**config.mk**
```make
export PLATFORM = sky130hd
export DESIGN_NAME = sr_reg_bank
export DESIGN_NICKNAME = d
export VERILOG_FILES = /design/src/rtl/sr_reg_bank.sv
export SDC_FILE = /design/constraint.sdc
export NUM_CORES = 1
export LEC_CHECK = 0
export ABC_AREA = 0
export BUFFER_PORTS_ARGS = -buffer_cell sky130_fd_sc_hd__buf_2
export CAP_MARGIN = 10
export CORE_MARGIN = 3
export CORE_UTILIZATION = 40
export DETAILED_ROUTE_END_ITERATION = 7
export PLACE_DENSITY = 0.66
export REMOVE_ABC_BUFFERS = 1
export SETUP_SLACK_MARGIN = 0.2
export SLEW_MARGIN = 20
export SYNTH_ARGS = -nofsm -noshare
export SYNTH_HDL_FRONTEND = slang
export SYNTH_SLANG_ARGS = --single-unit
```
**constraint.sdc**
```tcl
create_clock -name clk -period 1.1 [get_ports clk]
set_input_delay 0.165 -clock clk [delete_from_list [all_inputs] [get_ports clk]]
set_output_delay 0.165 -clock clk [all_outputs]
set_load 0.005 [all_outputs]
```
**src/rtl/sr_reg_bank.sv**
```systemverilog
// sr_reg_bank: a bank of WIDTH independent registered SR flip-flops with
// conflict detection. Each set/reset pair is sampled on the rising edge of clk
// while en is high, and q updates one edge later.
// When both s and r are high, CONFLICT_MODE decides the result: 0 = hold,
// 1 = set wins, 2 = reset wins, 3 = toggle. Values above 3 behave as hold.
// Optional macro SR_CONFLICT_CNT_EN adds a saturating conflict-cycle counter
// and its conflict_cnt port.
module sr_reg_bank #(
  parameter int WIDTH         = 8,
  parameter int CONFLICT_MODE = 0,
  parameter int CNT_W         = 8
) (
  input  logic             clk,
  input  logic             rst,
  input  logic             en,
  input  logic [WIDTH-1:0] s,
  input  logic [WIDTH-1:0] r,
  input  logic             clr_flag,
  output logic [WIDTH-1:0] q,
  output logic [WIDTH-1:0] qbar,
  output logic [WIDTH-1:0] changed,
  output logic             conflict
`ifdef SR_CONFLICT_CNT_EN
  ,
  output logic [CNT_W-1:0] conflict_cnt
`endif
);

  // Out-of-range modes collapse to hold so the decode below stays four-way.
  localparam int EFF_MODE = (CONFLICT_MODE < 0 || CONFLICT_MODE > 3) ? 0 : CONFLICT_MODE;

  // Reject parameter values that make no sense for this bank.
  if (WIDTH < 1 || WIDTH > 64) begin : g_bad_width
    $error("sr_reg_bank: WIDTH must be in 1..64");
  end
  if (CNT_W < 1) begin : g_bad_cnt_w
    $error("sr_reg_bank: CNT_W must be at least 1");
  end

  logic [WIDTH-1:0] q_next;
  logic             conflict_hit;

  // Per-channel next-state decode of the SR request pair.
  always_comb begin
    q_next = q;
    for (int i = 0; i < WIDTH; i++) begin
      unique case ({s[i], r[i]})
        2'b00: q_next[i] = q[i];
        2'b10: q_next[i] = 1'b1;
        2'b01: q_next[i] = 1'b0;
        default: begin
          case (EFF_MODE)
            1:       q_next[i] = 1'b1;
            2:       q_next[i] = 1'b0;
            3:       q_next[i] = ~q[i];
            default: q_next[i] = q[i];
          endcase
        end
      endcase
    end
  end

  // A conflict only counts when the bank is actually updating.
  assign conflict_hit = en && ((s & r) != '0);

  // The complement is combinational, so it tracks q through reset as well.
  assign qbar = ~q;

  // Channel state and one-cycle change pulses. Reset suppresses the pulse.
  always_ff @(posedge clk) begin
    if (rst) begin
      q       <= '0;
      changed <= '0;
    end else if (en) begin
      q       <= q_next;
      changed <= q_next ^ q;
    end else begin
      changed <= '0;
    end
  end

  // Sticky conflict flag. A new conflict beats a simultaneous clear.
  always_ff @(posedge clk) begin
    if (rst) begin
      conflict <= 1'b0;
    end else if (clr_flag) begin
      conflict <= conflict_hit;
    end else if (conflict_hit) begin
      conflict <= 1'b1;
    end
  end

`ifdef SR_CONFLICT_CNT_EN
  // Saturating count of enabled edges with at least one conflicting channel.
  // A clear that coincides with a conflict restarts the count at one.
  always_ff @(posedge clk) begin
    if (rst) begin
      conflict_cnt <= '0;
    end else if (clr_flag) begin
      conflict_cnt <= conflict_hit ? CNT_W'(1) : '0;
    end else if (conflict_hit && (conflict_cnt != {CNT_W{1'b1}})) begin
      conflict_cnt <= conflict_cnt + CNT_W'(1);
    end
  end
`endif

endmodule
```
==> results.sh <==
export IMPL_yosys_warnings=0
export IMPL_drc_errors=0
export IMPL_dieHeight_um=55.0
export IMPL_finalCritPeriodShare_pct=87.6
export IMPL_io_pins=45
export IMPL_pwr_share_seq_pct=50.2
export IMPL_routedWlPerCell_um=11.0
export IMPL_netlist_instances=97
export IMPL_cts_sinks=17
export IMPL_cp_data_arrival_time_ns=0.80
export IMPL_setup_slack_ns=0.136
export IMPL_p_int_uw=963
export IMPL_detailedPlace_worstSlack_ns=-0.162
export IMPL_status="complete, no violations"
export IMPL_globalplace_congestion=0.665
export IMPL_setup_viol=0
export IMPL_grt_overflow=0
export IMPL_p_leak_nw=0.711
export IMPL_powerDensity_mw_per_mm2=922
export IMPL_drive_gt1_share_pct=56.9
export IMPL_drtIter0Drc=3
export IMPL_nets=190
export IMPL_clkPwrFrac_pct=25.2
export IMPL_clock_latency_ns=0.28
export IMPL_rsz0062_at_grt="yes"
export IMPL_synth_top_cell_area_share_pct=35.5
export IMPL_dpl_hpwl_um=1520
export IMPL_startpoint="q[4]"
export IMPL_clock_skew_ns=0.000226
export IMPL_vias_per_cell=4.52
export IMPL_grt_max_degree=10
export IMPL_power_mw=1.30
export IMPL_worst_pin_slew_ns=0.229
export IMPL_cts_tree="yes"
export IMPL_synth_seq_cells=17
export IMPL_synth_avg_cell_area_um2=9.89
export IMPL_r2r_start="q[1]"
export IMPL_antenna_cells=0
export IMPL_drv_cap=0
export IMPL_finalHoldViolCount=0
export IMPL_power_switching_uw=336
export IMPL_yosysUniqueCellTypes=13
export IMPL_drv_slew=0
export IMPL_die_area_mm2=0.00302
export IMPL_fin_cells=181
export IMPL_synth_edf_count=0
export IMPL_first_pass_iters=2
export IMPL_critPathLaunchType="flip-flop"
export IMPL_crit_chain="inv_2 -> buf_6"
export IMPL_fmax_mhz=1040
export IMPL_cp_max_fo=4
export IMPL_die_x_um=55.0
export IMPL_synthTopCellsByCount="dfxtp_1, ha_1, inv_1"
export IMPL_synth_top_cell_by_area="dfxtp_1"
export IMPL_cts_buffer_depth=2
export IMPL_power_frac_comb_pct=24.6
export IMPL_gr_usage_all_layers_pct=13.2
export IMPL_crit_type="reg -> out"
export IMPL_ys_seq_area_share_pct=35.5
export IMPL_cp_required_ns=0.94
export IMPL_ant_nets=0
export IMPL_placementRows=17
export IMPL_crit_path_top_delay_cell="dfxtp_4"
export IMPL_antenna_found_initial=0
export IMPL_wirelength_um=2000
export IMPL_fin_tns_setup_ns=0
export IMPL_synth_area_leaders="dfxtp_1, ha_1, mux2i_1"
export IMPL_cpPeakStageDelay_ns=0.38
export IMPL_holdCritPathClass="in -> reg"
export IMPL_syn_cell_area_um2=960
export IMPL_hp_start="rst"
export IMPL_maxSlewHeadroom_pct=84.6
export IMPL_start_util_pct=42.6
export IMPL_io_buffers=44
export IMPL_synth_most_common_cell="dfxtp_1"
export IMPL_vias=818
export IMPL_grt_pass1_vias=728
export IMPL_synthArstFlopShare_pct=0
export IMPL_grt_pass1_wl_um=2880
export IMPL_dp_cells=171
export IMPL_syn_to_final_growth_pct=46.7
export IMPL_worst_path_buf_inv=2
export IMPL_synth_flop_cell="dfxtp_1"
export IMPL_coreArea_mm2=0.00225
export IMPL_cts_root_buffer="clkbuf_4"
export IMPL_finalCriticalPeriod_ns=0.964
export IMPL_hold_buffers=0
export IMPL_clk_pin_slew_worst_paths_ns=0.10
export IMPL_switching_share_pct=25.9
export IMPL_worst_setup_path_end_kind="output pin"
export IMPL_vdd_ir_drop_max_mv=0.722
export IMPL_cts_buffers=3
export IMPL_htree_levels=1
export IMPL_cp_top_family="flip-flops"
sequential cells by signal (all words and copies together) (netlist names):
signal    cells
conflict      1
changed       8
q             8
final timing paths:
check | cells past startpoint | slack (ns) | end
worst max-delay path | 2 | 0.14 | qbar[4]
worst min-delay path | 2 | 0.11 | q[1]
worst max register to register | 3 | 0.29 | changed[1]
worst min register to register | 1 | 0.47 | conflict
cell type report:
cell class,instances,area (um^2)
sequential,17,355
inverter,16,60.1
timing repair buffer,54,345
tap,28,35.0
fill,219,847
multi-input combinational,62,586
clock buffer,4,26.3
logic make-up after synthesis:
group | after synthesis | synth area share [%]
mux | 8 | 8.34
flops | 17 | 35.5
buf+inv | 18 | 8.61
xor+xnor | 8 | 7.30
fa+ha+maj | 16 | 20.9
simple gates | 28 | 17.7
compound gates | 2 | 1.70
stage by stage:
stage                     util (%)  area, um^2  hold slack [ns]
final                         62.4        1410            0.110
after global routing          62.4        1410            0.112
after CTS                     58.2        1310           0.0970
after detailed placement      54.2        1220            0.427
after global placement        54.2        1220            0.425
after floorplan                  -         937            0.237
cell usage in the layout, fill, tap and decap left out:
cell	n
nor4_2	1
clkbuf_4	3
buf_2	36
ha_2	1
xnor2_1	8
nor3_1	8
inv_1	11
ha_4	2
buf_4	10
clkbuf_1	1
inv_2	5
a21oi_2	1
buf_6	8
dfxtp_1	7
nand2b_4	1
nor2_1	9
and2b_2	8
ha_1	13
dfxtp_4	1
a21o_1	1
dfxtp_2	9
nor4_4	1
mux2i_1	8
metal layers:
metal | wire length (um) | vias up | track usage, %
li1 | - | 420 | -
met1 | 883 | 365 | 16.0
met2 | 939 | 33 | 22.4
met3 | 174 | 0 | 2.41
met4 | 0 | 0 | 6.07
met5 | 0 | - | 0
power groups by stage:
stage	Combinational, mW	Clock [mW]	Sequential [mW]
finish	0.320	0.327	0.652
global route	0.357	0.376	0.655
CTS	0.290	0.343	0.651
detailed placement	0.270	0	0.666
global placement	0.262	0	0.664
floorplan	0.143	0	0.667
repair_timing:
| item | 4_1_cts | 5_1_grt |
|---|---|---|
| hold endpoints to repair | 0 | 0 |
| gates cloned | 0 | 0 |
| resized for setup | 10 | 21 |
| pin swaps | 0 | 1 |
| setup buffers | 6 | 0 |
| endpoints found under the setup margin | 18 | 27 |
No activity file was read; power rests on OpenSTA's default activity.
